$ cat config.mk
export PLATFORM = sky130hd
export DESIGN_NAME = pipeline_hazard_tracker
export DESIGN_NICKNAME = d
export VERILOG_FILES = /design/src/rtl/package_project_typedefs.sv /design/src/rtl/hazard_stage_reg.sv /design/src/rtl/pipeline_hazard_tracker.sv
export SDC_FILE = /design/constraint.sdc
export NUM_CORES = 1
export LEC_CHECK = 0
export BUFFER_PORTS_ARGS = -buffer_cell sky130_fd_sc_hd__buf_2
export CORE_ASPECT_RATIO = 0.9
export CORE_UTILIZATION = 40
export DETAILED_ROUTE_END_ITERATION = 12
export PLACE_DENSITY_LB_ADDON = 0.08
export SLEW_MARGIN = 30
export SYNTH_ARGS = -nofsm -noshare
export SYNTH_HDL_FRONTEND = slang
export SYNTH_SLANG_ARGS = --single-unit
$ cat constraint.sdc
create_clock -name clk -period 2.7 [get_ports clk]
set_input_delay 0.27 -clock clk [delete_from_list [all_inputs] [get_ports clk]]
set_output_delay 0.27 -clock clk [all_outputs]
set_load 0.005 [all_outputs]
$ cat src/rtl/package_project_typedefs.sv
// Shared pipeline typedefs: per-stage signal bundles, forwarding selects and
// the hazard metadata record carried from EX through WB.
package package_project_typedefs;

  typedef struct packed {
    logic [4:0] ID;
    logic [4:0] EX;
    logic [4:0] MEM;
    logic [4:0] WB;
  } PipeLineSignal_5;

  typedef struct packed {
    logic ID;
    logic EX;
    logic MEM;
    logic WB;
  } PipeLineSignal_1;

  typedef enum logic [1:0] {
    NO_FWD,
    EX_ID_FWD,
    MEM_ID_FWD,
    WB_ID_FWD
  } ForwardingControl;

  typedef struct packed {
    logic [4:0] rd;
    logic [4:0] rs1;
    logic [4:0] rs2;
    logic       wr_en;
    logic       is_load;
  } HazardStageInfo;

  localparam HazardStageInfo HAZARD_BUBBLE = '0;

  // A load still in flight in stage s whose result a used ID source needs.
  function automatic logic load_use_match(input HazardStageInfo s,
                                          input logic [4:0]     rs,
                                          input logic           used);
    return s.is_load & s.wr_en & (s.rd != 5'd0) & used & (s.rd == rs);
  endfunction

endpackage

$ cat src/rtl/hazard_stage_reg.sv
// One pipeline stage of hazard metadata; bubble insertion overrides advance.
import package_project_typedefs::*;

module hazard_stage_reg (
  input  logic           clk,
  input  logic           rst,
  input  logic           load_bubble,
  input  logic           advance,
  input  HazardStageInfo d,
  output HazardStageInfo q
);

  // NOTE: state registers use non-blocking assignments and a synchronous
  // reset, so every stage updates from the same pre-edge values.
  always_ff @(posedge clk) begin
    if (rst) begin
      q <= HAZARD_BUBBLE;
    end else if (load_bubble) begin
      q <= HAZARD_BUBBLE;
    end else if (advance) begin
      q <= d;
    end
  end

endmodule

$ cat src/rtl/pipeline_hazard_tracker.sv
// Tracks rd/rs1/rs2/wr_en/is_load from ID to WB, raises load-use stalls that
// forwarding cannot cover, and counts stall cycles.
import package_project_typedefs::*;

module pipeline_hazard_tracker #(
  parameter int LOAD_LATENCY = 1,
  parameter int STALL_CNT_W  = 16
) (
  input  logic                   clk,
  input  logic                   rst,
  input  logic                   id_valid,
  input  logic [4:0]             id_rd_addr,
  input  logic [4:0]             id_rs1_addr,
  input  logic [4:0]             id_rs2_addr,
  input  logic                   id_rs1_used,
  input  logic                   id_rs2_used,
  input  logic                   id_reg_wr_en,
  input  logic                   id_is_load,
  input  logic                   flush_id_ex,
  output PipeLineSignal_5        reg_file_wr_addr,
  output PipeLineSignal_5        reg_file_rd_addr_1,
  output PipeLineSignal_5        reg_file_rd_addr_2,
  output PipeLineSignal_1        reg_file_wr_en_cntrl,
  output logic                   load_use_stall,
  output logic [STALL_CNT_W-1:0] stall_cycles
);

  HazardStageInfo id_info, ex_q, mem_q, wb_q;
  logic           ex_hit, mem_hit, ex_bubble;

  assign id_info = '{
    rd:      id_rd_addr,
    rs1:     id_rs1_addr,
    rs2:     id_rs2_addr,
    wr_en:   id_valid & id_reg_wr_en,
    is_load: id_valid & id_is_load
  };

  assign ex_hit  = load_use_match(ex_q, id_rs1_addr, id_rs1_used)
                 | load_use_match(ex_q, id_rs2_addr, id_rs2_used);
  // With a two-stage load, data is also unavailable while the load sits in MEM.
  assign mem_hit = (LOAD_LATENCY >= 2)
                 & (load_use_match(mem_q, id_rs1_addr, id_rs1_used)
                  | load_use_match(mem_q, id_rs2_addr, id_rs2_used));

  assign load_use_stall = id_valid & (ex_hit | mem_hit) & ~flush_id_ex;
  assign ex_bubble      = load_use_stall | flush_id_ex;

  hazard_stage_reg u_ex (
    .clk         (clk),
    .rst         (rst),
    .load_bubble (ex_bubble),
    .advance     (1'b1),
    .d           (id_info),
    .q           (ex_q)
  );

  hazard_stage_reg u_mem (
    .clk         (clk),
    .rst         (rst),
    .load_bubble (1'b0),
    .advance     (1'b1),
    .d           (ex_q),
    .q           (mem_q)
  );

  hazard_stage_reg u_wb (
    .clk         (clk),
    .rst         (rst),
    .load_bubble (1'b0),
    .advance     (1'b1),
    .d           (mem_q),
    .q           (wb_q)
  );

  always_comb begin
    reg_file_wr_addr     = '{ID: id_info.rd,    EX: ex_q.rd,    MEM: mem_q.rd,    WB: wb_q.rd};
    reg_file_rd_addr_1   = '{ID: id_info.rs1,   EX: ex_q.rs1,   MEM: mem_q.rs1,   WB: wb_q.rs1};
    reg_file_rd_addr_2   = '{ID: id_info.rs2,   EX: ex_q.rs2,   MEM: mem_q.rs2,   WB: wb_q.rs2};
    reg_file_wr_en_cntrl = '{ID: id_info.wr_en, EX: ex_q.wr_en, MEM: mem_q.wr_en, WB: wb_q.wr_en};
  end

  // Saturating counter: holds at all-ones instead of wrapping.
  always_ff @(posedge clk) begin
    if (rst) begin
      stall_cycles <= '0;
    end else if (load_use_stall && (stall_cycles != '1)) begin
      stall_cycles <= stall_cycles + STALL_CNT_W'(1);
    end
  end

endmodule

==> results.json, run 1 <==
{
  "arrival_ns": 2.16,
  "critPathLaunch": "u_ex.q[12]$_SDFF_PP0_",
  "insertedDiodeCount": 0,
  "dieArea_um2": 6900,
  "layout_common_cells": "buf_2, dfxtp_1, nor2b_1, and2_1, nor2_1",
  "post_cts_buffers": 0,
  "die_y_um": 78.9,
  "drv_slew": 0,
  "synth_edf_count": 0,
  "irDropWorstVdd_uv": 339,
  "slowest_stage": "dfxtp_1",
  "path_max_fanout": 30,
  "overflow": 0,
  "cts-root-buf": "clkbuf_8",
  "min_period_ns": 2.43,
  "crit_chain": "xor2_1 -> nor4_1 -> a32oi_1 -> buf_4 -> nor4_1 -> buf_2",
  "status": "finished clean",
  "area_growth_pct": 22.0,
  "drt_iter0_markers": 40,
  "drive_above_1_share": 0.369,
  "clock_sinks": 65,
  "end_kind": "output pin",
  "setup_viol": 0,
  "htree_levels": 3,
  "crit_path_frequent_cell": "nor4_1",
  "cts_tree": "done",
  "pwr_density_cell_nw_per_um2": 635,
  "drv_cap": 0,
  "post_cts_resized": 0,
  "fin_cells": 431,
  "fmax_mhz": 411,
  "start_util": 0.423,
  "leakage_nw": 1.46,
  "cts_max_path_buffers": 2,
  "mappedNetlistArea_um2": 2630,
  "worstPathRequired_ns": 2.43,
  "synth_flop_cell": "dfxtp_1",
  "critPathKind": "reg -> out",
  "syn_area_per_cell_um2": 9.88,
  "syn_inst": 266,
  "holdCritPathClass": "in -> reg",
  "postRouteAntennaNets": 0,
  "tightestPinTransition_ns": 0.527,
  "final_common_cell": "buf_2",
  "post_drt_wl_per_cell_um": 12.8,
  "synth_seq_cells": 65,
  "fin_setup_tns_ns": 0,
  "track_usage": 0.163,
  "dr.pass1.iters": 4,
  "crit_family": "simple AND/OR/NAND/NOR gates",
  "ys_warn_count": 0,
  "portBuffers": 103,
  "slew_headroom": 0.648,
  "yosysSeqAreaShare": 0.495,
  "grt_max_degree": 33,
  "cts_buffers": 9,
  "dp.cells": 415,
  "async_reset_ff_frac": 0,
  "synth_top_area_frac": 0.495,
  "ys_top_cells_by_area": "dfxtp_1, buf_4, nor2b_1",
  "antenna_found_initial": 0,
  "wl_um": 5540,
  "yosys.area.top_type": "dfxtp_1",
  "dpl.hpwl_um": 3900,
  "max_stage_delay_ns": 0.50,
  "coreArea_um2": 6220,
  "syn_nets": 290,
  "die_w_um": 87.4,
  "fin_worst_skew_ns": 0.00746,
  "io_pins": 104,
  "r2r-start": "stall_cycles[3]$_SDFFE_PP0P_",
  "ctsHoldBuffers": 0,
  "start_kind": "flip-flop",
  "grt_pass1_wl_um": 8390,
  "nNetsFinal": 363,
  "hp-start": "id_rd_addr[4]",
  "rsz0062_at_grt": "no",
  "gp_congestion": 0.804,
  "vias": 2023,
  "ys_types": 36,
  "hold_ws_ns": 0.139,
  "row_count": 27,
  "hold_viol": 0,
  "routed_via_density": 4.69,
  "period_share": 0.901,
  "drc": 0,
  "cp_num_buf_inv": 2,
  "clkTransAtPathRegs_ns": 0.07,
  "clk_latency_ns": 0.34,
  "grt_pass1_vias": 1667,
  "p_total_mw": 2.04
}
[metrics by stage]
step | setup WS [ns] | utilization | instance area [um2]
2_1_floorplan | 0.836 | - | 2630
3_3_place_gp | 0.551 | 0.480 | 2980
3_5_place_dp | 0.502 | 0.480 | 2980
4_1_cts | 0.238 | 0.516 | 3210
5_1_grt | 0.0643 | 0.516 | 3210
6_report | 0.269 | 0.516 | 3210
[where the power goes]
part,switching [mW],leakage (nW),internal (mW),total (mW)
clock network,0.406,0.107,0.529,0.935
logic,0.0585,0.823,0.0538,0.112
registers,0.0116,0.528,0.978,0.989
[cells by family after synthesis]
logic type | share of synthesized area
flops | 0.495
buf+inv | 0.116
compound gates | 0.0795
mux | 0.0129
fa+ha+maj | 0.00476
xor+xnor | 0.0333
simple gates | 0.259
[per-layer routing]
layer,track usage,routed length (um),vias to the layer above
met3,0.0696,423,9
met1,0.230,2780,900
met2,0.220,2260,76
met4,0.0541,72,0
li1,-,-,1038
met5,0,0,-
[final cells by class]
class / instances / area (um2)
well taps: 87 / 109
multi-input cells: 154 / 1020
clock inverters: 7 / 101
flip-flops and latches: 65 / 1300
inverters: 3 / 11.3
fillers: 635 / 3010
clock buffers: 9 / 124
repair buffers: 106 / 538
[cells in the mapped netlist, drive strengths merged (3+ instances only)]
| library cell | number |
|---|---|
| inv | 3 |
| nor4 | 7 |
| mux2 | 3 |
| and2 | 18 |
| buf | 36 |
| a21oi | 10 |
| nand4 | 4 |
| or4 | 10 |
| xor2 | 8 |
| nor2b | 35 |
| nand3 | 9 |
| o31ai | 8 |
| nor2 | 11 |
| or3 | 3 |
| nand2 | 5 |
| clkbuf | 8 |
| dfxtp | 65 |
[path summary, 6_finish.rpt]
check | endpoint | slack, ns | cells after the start
min | u_ex.q[16]$_SDFF_PP0_ | 0.14 | 2
max reg2reg | stall_cycles[6]$_SDFFE_PP0P_ | 0.48 | 5
min reg2reg | u_wb.q[14]$_SDFF_PP0_ | 0.46 | 1
max | load_use_stall | 0.27 | 6
[registers in the layout, indices dropped and copies added, names as in the netlist]
register / cells
u_wb.q: 16
u_mem.q: 16
stall_cycles: 16
u_ex.q: 17
[worst reg2reg max path, stage by stage, from the launching register on]
cell     delay (ns)
dfxtp_1        0.43
nand4_1        0.25
or4_4          0.59
nand2_1        0.40
nor4_1         0.12
mux2_1         0.33
Power figures use the tool's default switching activity.
==> run 2: changes to the inputs <==
--- a/config.mk
+++ b/config.mk
@@ -5,8 +5,10 @@
 export SDC_FILE = /design/constraint.sdc
 export NUM_CORES = 1
 export LEC_CHECK = 0
+export ABC_CLOCK_PERIOD_IN_PS = 2550
 export BUFFER_PORTS_ARGS = -buffer_cell sky130_fd_sc_hd__buf_2
 export CORE_ASPECT_RATIO = 0.9
+export CORE_MARGIN = 2
 export CORE_UTILIZATION = 40
 export DETAILED_ROUTE_END_ITERATION = 12
 export PLACE_DENSITY_LB_ADDON = 0.08
==> constraint.sdc (replaced) <==
create_clock -name clk -period 2.55 [get_ports clk]
set_input_delay 0.255 -clock clk [delete_from_list [all_inputs] [get_ports clk]]
set_output_delay 0.255 -clock clk [all_outputs]
set_load 0.005 [all_outputs]
==> run 2 against run 1 <==
Final cell count increased by 0.70%. Clock power decreased by 5.0%. Total power increased by 0.87%. Sequential share of layout area increased by 0.22 points. Wire length increased by 1.8%.
==> results.json, run 2 (same netlist as run 1, synthesis figures left out) <==
{
  "critPathKind": "reg -> out",
  "holdCritPathClass": "in -> reg",
  "drv_cap": 0,
  "pwr_density_cell_nw_per_um2": 644,
  "period_share": 0.930,
  "end_kind": "output pin",
  "dr.pass1.iters": 4,
  "nNetsFinal": 363,
  "slew_headroom": 0.598,
  "min_period_ns": 2.37,
  "status": "finished clean",
  "largest-register": "u_ex.q",
  "clk_latency_ns": 0.34,
  "start_kind": "flip-flop",
  "cts_max_path_buffers": 2,
  "postRouteAntennaNets": 0,
  "post_cts_buffers": 0,
  "cts_buffers": 9,
  "drc": 0,
  "vias": 1997,
  "irDropWorstVdd_uv": 370,
  "grt_pass1_wl_um": 8940,
  "drive_above_1_share": 0.369,
  "htree_levels": 3,
  "leakage_nw": 1.46,
  "setup_viol": 0,
  "hold_viol": 0,
  "largest_reg_flops": 17,
  "clock_sinks": 65,
  "final_core_util": 0.492,
  "row_count": 28,
  "nFillCells": 634,
  "fin_setup_tns_ns": 0,
  "drt_iter0_markers": 56,
  "portBuffers": 103,
  "rsz0062_at_grt": "no",
  "overflow": 0,
  "layout_common_cells": "buf_2, dfxtp_1, nor2b_1, and2_1, nor2_1",
  "ctsHoldBuffers": 0,
  "arrival_ns": 2.12,
  "post_cts_resized": 0,
  "seqCellArea_um2": 1300,
  "grt_pass1_vias": 1864,
  "dieArea_um2": 7230,
  "tightestPinTransition_ns": 0.603,
  "clkTransAtPathRegs_ns": 0.07,
  "die_w_um": 89.4,
  "coreArea_um2": 6480,
  "io_pins": 104,
  "fmax_mhz": 422,
  "path_max_fanout": 30,
  "worstPathRequired_ns": 2.30,
  "antenna_found_initial": 0,
  "cts-root-buf": "clkbuf_8",
  "gp_congestion": 0.846,
  "cts_tree": "done",
  "die_y_um": 80.9,
  "start_util": 0.405,
  "area_growth_pct": 21.4,
  "grt_max_degree": 33,
  "multiInputGateArea_um2": 1020,
  "wl_um": 5640,
  "dpl.hpwl_um": 4000,
  "fin_worst_skew_ns": 0.00793,
  "post_drt_wl_per_cell_um": 13.0,
  "track_usage": 0.163,
  "final_common_cell": "buf_2",
  "insertedDiodeCount": 0,
  "routed_via_density": 4.60,
  "drv_slew": 0
}
==> run 2: changes by cell type in the layout (fill, tap and decap cells not counted) <==
| cell | previous run | this run |
|---|---|---|
| clkinv_2 | 0 | 2 |
| clkinv_4 | 0 | 2 |
| clkinvlp_4 | 2 | 0 |
| inv_6 | 3 | 1 |
| bufinv_16 | 2 | 1 |
| clkbuf_8 | 9 | 10 |
==> run 2: worst paths after layout <==
kind / from / end / slack, ns / cells past startpoint
max: u_ex.q[12]$_SDFF_PP0_ / load_use_stall / 0.18 / 6
min: id_rd_addr[2] / u_ex.q[14]$_SDFF_PP0_ / 0.13 / 2
max reg2reg: stall_cycles[4]$_SDFFE_PP0P_ / stall_cycles[8]$_SDFFE_PP0P_ / 0.42 / 6
min reg2reg: u_mem.q[6]$_SDFF_PP0_ / u_wb.q[6]$_SDFF_PP0_ / 0.45 / 1
==> run 2: per-stage QoR <==
step	instances	power (mW)	setup slack (ns)	area, um2	hold WS, ns
2_1_floorplan	266	1.15	0.701	2630	0.377
3_3_place_gp	418	1.19	0.485	2990	0.440
3_5_place_dp	418	1.19	0.460	2990	0.446
4_1_cts	434	2.09	0.138	3190	0.110
5_1_grt	434	2.15	0.0304	3190	0.133
6_report	434	2.05	0.178	3190	0.127
==> run 2: cell type report <==
type,count,share of cell area
sequential,65,0.408
timing repair buffer,106,0.169
clock inverter,6,0.0208
multi-input combinational,154,0.321
tap,90,0.0353
clock buffer,10,0.0432
inverter,3,0.00353
==> run 2: report_power, final <==
part | switching [mW] | internal, mW | leakage (nW)
clock network | 0.407 | 0.481 | 0.107
logic | 0.0622 | 0.0571 | 0.823
registers | 0.0114 | 1.04 | 0.528
total | 0.480 | 1.57 | 1.46
==> run 2: critical path, cell delays in order, from the launching register on <==
cell and delay, ns:
dfxtp_1 0.37, xor2_1 0.18, nor4_1 0.26, a32oi_1 0.13, buf_4 0.24, nor4_1 0.39
buf_2 0.19
==> run 2: per-layer routing <==
layer,track usage,wire length (um),up-vias,share of wire
li1,-,-,1033,-
met5,0,0,-,0
met4,0.0701,58,0,0.010
met3,0.0650,381,6,0.068
met2,0.236,2480,67,0.44
met1,0.216,2720,891,0.48
==> run 3: changes to the inputs <==
--- a/config.mk
+++ b/config.mk
@@ -8,11 +8,11 @@
 export ABC_CLOCK_PERIOD_IN_PS = 2550
 export BUFFER_PORTS_ARGS = -buffer_cell sky130_fd_sc_hd__buf_2
 export CORE_ASPECT_RATIO = 0.9
-export CORE_MARGIN = 2
+export CORE_MARGIN = 3
 export CORE_UTILIZATION = 40
 export DETAILED_ROUTE_END_ITERATION = 12
 export PLACE_DENSITY_LB_ADDON = 0.08
-export SLEW_MARGIN = 30
+export SLEW_MARGIN = 5
 export SYNTH_ARGS = -nofsm -noshare
 export SYNTH_HDL_FRONTEND = slang
 export SYNTH_SLANG_ARGS = --single-unit
==> run 3 against run 2 <==
Die area grew 4.8%. Setup slack gained 0.13 ns. Via count grew 1.3%. Clock skew grew 0.0012 ns. Wire length grew 2.1%. Global-route usage shrank 1.0 points. Final area shrank 0.20%. Combinational power is essentially flat. Sequential share of layout area grew 0.080 points. Total power shrank 2.0%. Core utilization grew 1.7 points. Register-to-register slack gained 0.03 ns.
==> results.json, run 3 (same netlist as run 1, synthesis figures left out) <==
{
  "use_met2": 0.220,
  "dieArea_um2": 7580,
  "tightestPinTransition_ns": 0.528,
  "crit_path_frequent_cell": "nor4_1",
  "htree_levels": 3,
  "track_usage": 0.154,
  "use_met3": 0.0761,
  "drt_iter0_markers": 83,
  "cts_buffers": 9,
  "cts_tree": "done",
  "fmax_mhz": 445,
  "rsz0062_at_grt": "no",
  "pwr_density_cell_nw_per_um2": 633,
  "postRouteAntennaNets": 0,
  "slowest_stage": "dfxtp_1",
  "dr.pass1.iters": 4,
  "post_cts_buffers": 0,
  "arrival_ns": 1.99,
  "clkTransAtPathRegs_ns": 0.07,
  "cp.depth": 6,
  "seqCellArea_um2": 1300,
  "dpl.hpwl_um": 4230,
  "wl_um": 5760,
  "area_growth_pct": 21.1,
  "die_w_um": 91.4,
  "largest_reg_flops": 17,
  "hold_viol": 0,
  "period_share": 0.881,
  "coreArea_um2": 6250,
  "top_usage_layer": "met2",
  "irDropWorstVdd_uv": 347,
  "slew_headroom": 0.648,
  "ctsHoldBuffers": 0,
  "row_count": 27,
  "drive_above_1_share": 0.371,
  "critPathKind": "reg -> out",
  "crit_family": "simple AND/OR/NAND/NOR gates",
  "globalRouteMet1Util": 0.206,
  "nNetsFinal": 364,
  "fin_setup_tns_ns": 0,
  "layout_common_cells": "buf_2, dfxtp_1, nor2b_1, and2_1, nor2_1",
  "reg2reg_depth": 6,
  "drc": 0,
  "routed_via_density": 4.68,
  "antenna_found_initial": 0,
  "start_kind": "flip-flop",
  "worstPathRequired_ns": 2.30,
  "largest-register": "u_ex.q",
  "clk_latency_ns": 0.34,
  "drv_slew": 0,
  "fin_worst_skew_ns": 0.00913,
  "clock_sinks": 65,
  "vias": 2022,
  "grt_pass1_vias": 1839,
  "cts_max_path_buffers": 2,
  "die_y_um": 82.9,
  "final_area_um2": 3180,
  "holdCritPathClass": "in -> reg",
  "crit_chain": "xor2_1 -> nor4_1 -> a32oi_1 -> buf_4 -> nor4_1 -> buf_2",
  "cp_num_buf_inv": 2,
  "drv_cap": 0,
  "portBuffers": 103,
  "path_max_fanout": 30,
  "grt_pass1_wl_um": 9290,
  "leakage_nw": 1.45,
  "nFillCells": 602,
  "hold_depth": 2,
  "io_pins": 104,
  "overflow": 0,
  "end_kind": "output pin",
  "gp_congestion": 0.810,
  "post_cts_resized": 0,
  "post_drt_wl_per_cell_um": 13.3,
  "min_period_ns": 2.25,
  "place_area_um2": 2990,
  "grt_max_degree": 31,
  "multiInputGateArea_um2": 1020,
  "insertedDiodeCount": 0,
  "cts-root-buf": "clkbuf_8",
  "max_stage_delay_ns": 0.47,
  "setup_viol": 0,
  "final_common_cell": "buf_2",
  "start_util": 0.420,
  "status": "finished clean"
}
[run 3: cell count changes in the layout (fill, tap and decap cells not counted), sizes merged]
cell	delta
buf	+1
clkbuf	-1
clkinvlp	+1
[run 3: path summary, 6_finish.rpt]
check	startpoint	to	slack (ns)
worst max-delay path	u_ex.q[12]$_SDFF_PP0_	load_use_stall	0.30
worst min-delay path	id_rd_addr[2]	u_ex.q[14]$_SDFF_PP0_	0.13
worst max register to register	stall_cycles[3]$_SDFFE_PP0P_	stall_cycles[8]$_SDFFE_PP0P_	0.45
worst min register to register	u_mem.q[5]$_SDFF_PP0_	u_wb.q[5]$_SDFF_PP0_	0.46
[run 3: power breakdown]
group | internal [mW] | leakage, nW | switching [mW] | total [mW]
combinational | 0.0570 | 0.828 | 0.0620 | 0.119
clock | 0.451 | 0.0994 | 0.396 | 0.847
sequential | 1.04 | 0.528 | 0.0120 | 1.05
[run 3: layout make-up]
type,count,share of cell area
clock buffers,9,0.0389
clock inverters,7,0.0220
inverters,3,0.00354
multi-input cells,154,0.321
flip-flops and latches,65,0.409
well taps,87,0.0342
repair buffers,107,0.171
[run 3: stage by stage]
step                utilization  hold slack [ns]  power (mW)  worst slack (ns)  std cells
detailed placement        0.478            0.444        1.19             0.444        416
finish                    0.509            0.129        2.01             0.304        432
global route              0.509            0.103        2.12             0.137        432
floorplan                     -            0.377        1.15             0.701        266
CTS                       0.509            0.110        2.05             0.284        432
global placement          0.478            0.443        1.19             0.486        416
[run 3: per-layer routing]
metal | up-vias | wire (um)
met3 | 6 | 485
met4 | 0 | 53
met2 | 72 | 2440
met1 | 904 | 2780
li1 | 1040 | -
met5 | - | 0
[run 3: worst reg2reg max path: stages (launching register included)]
cell and delay, ns:
dfxtp_1 0.46, nand4_1 0.27, or4_4 0.59, nand2_1 0.26
buf_4 0.20, nor4_1 0.05, o21a_1 0.17
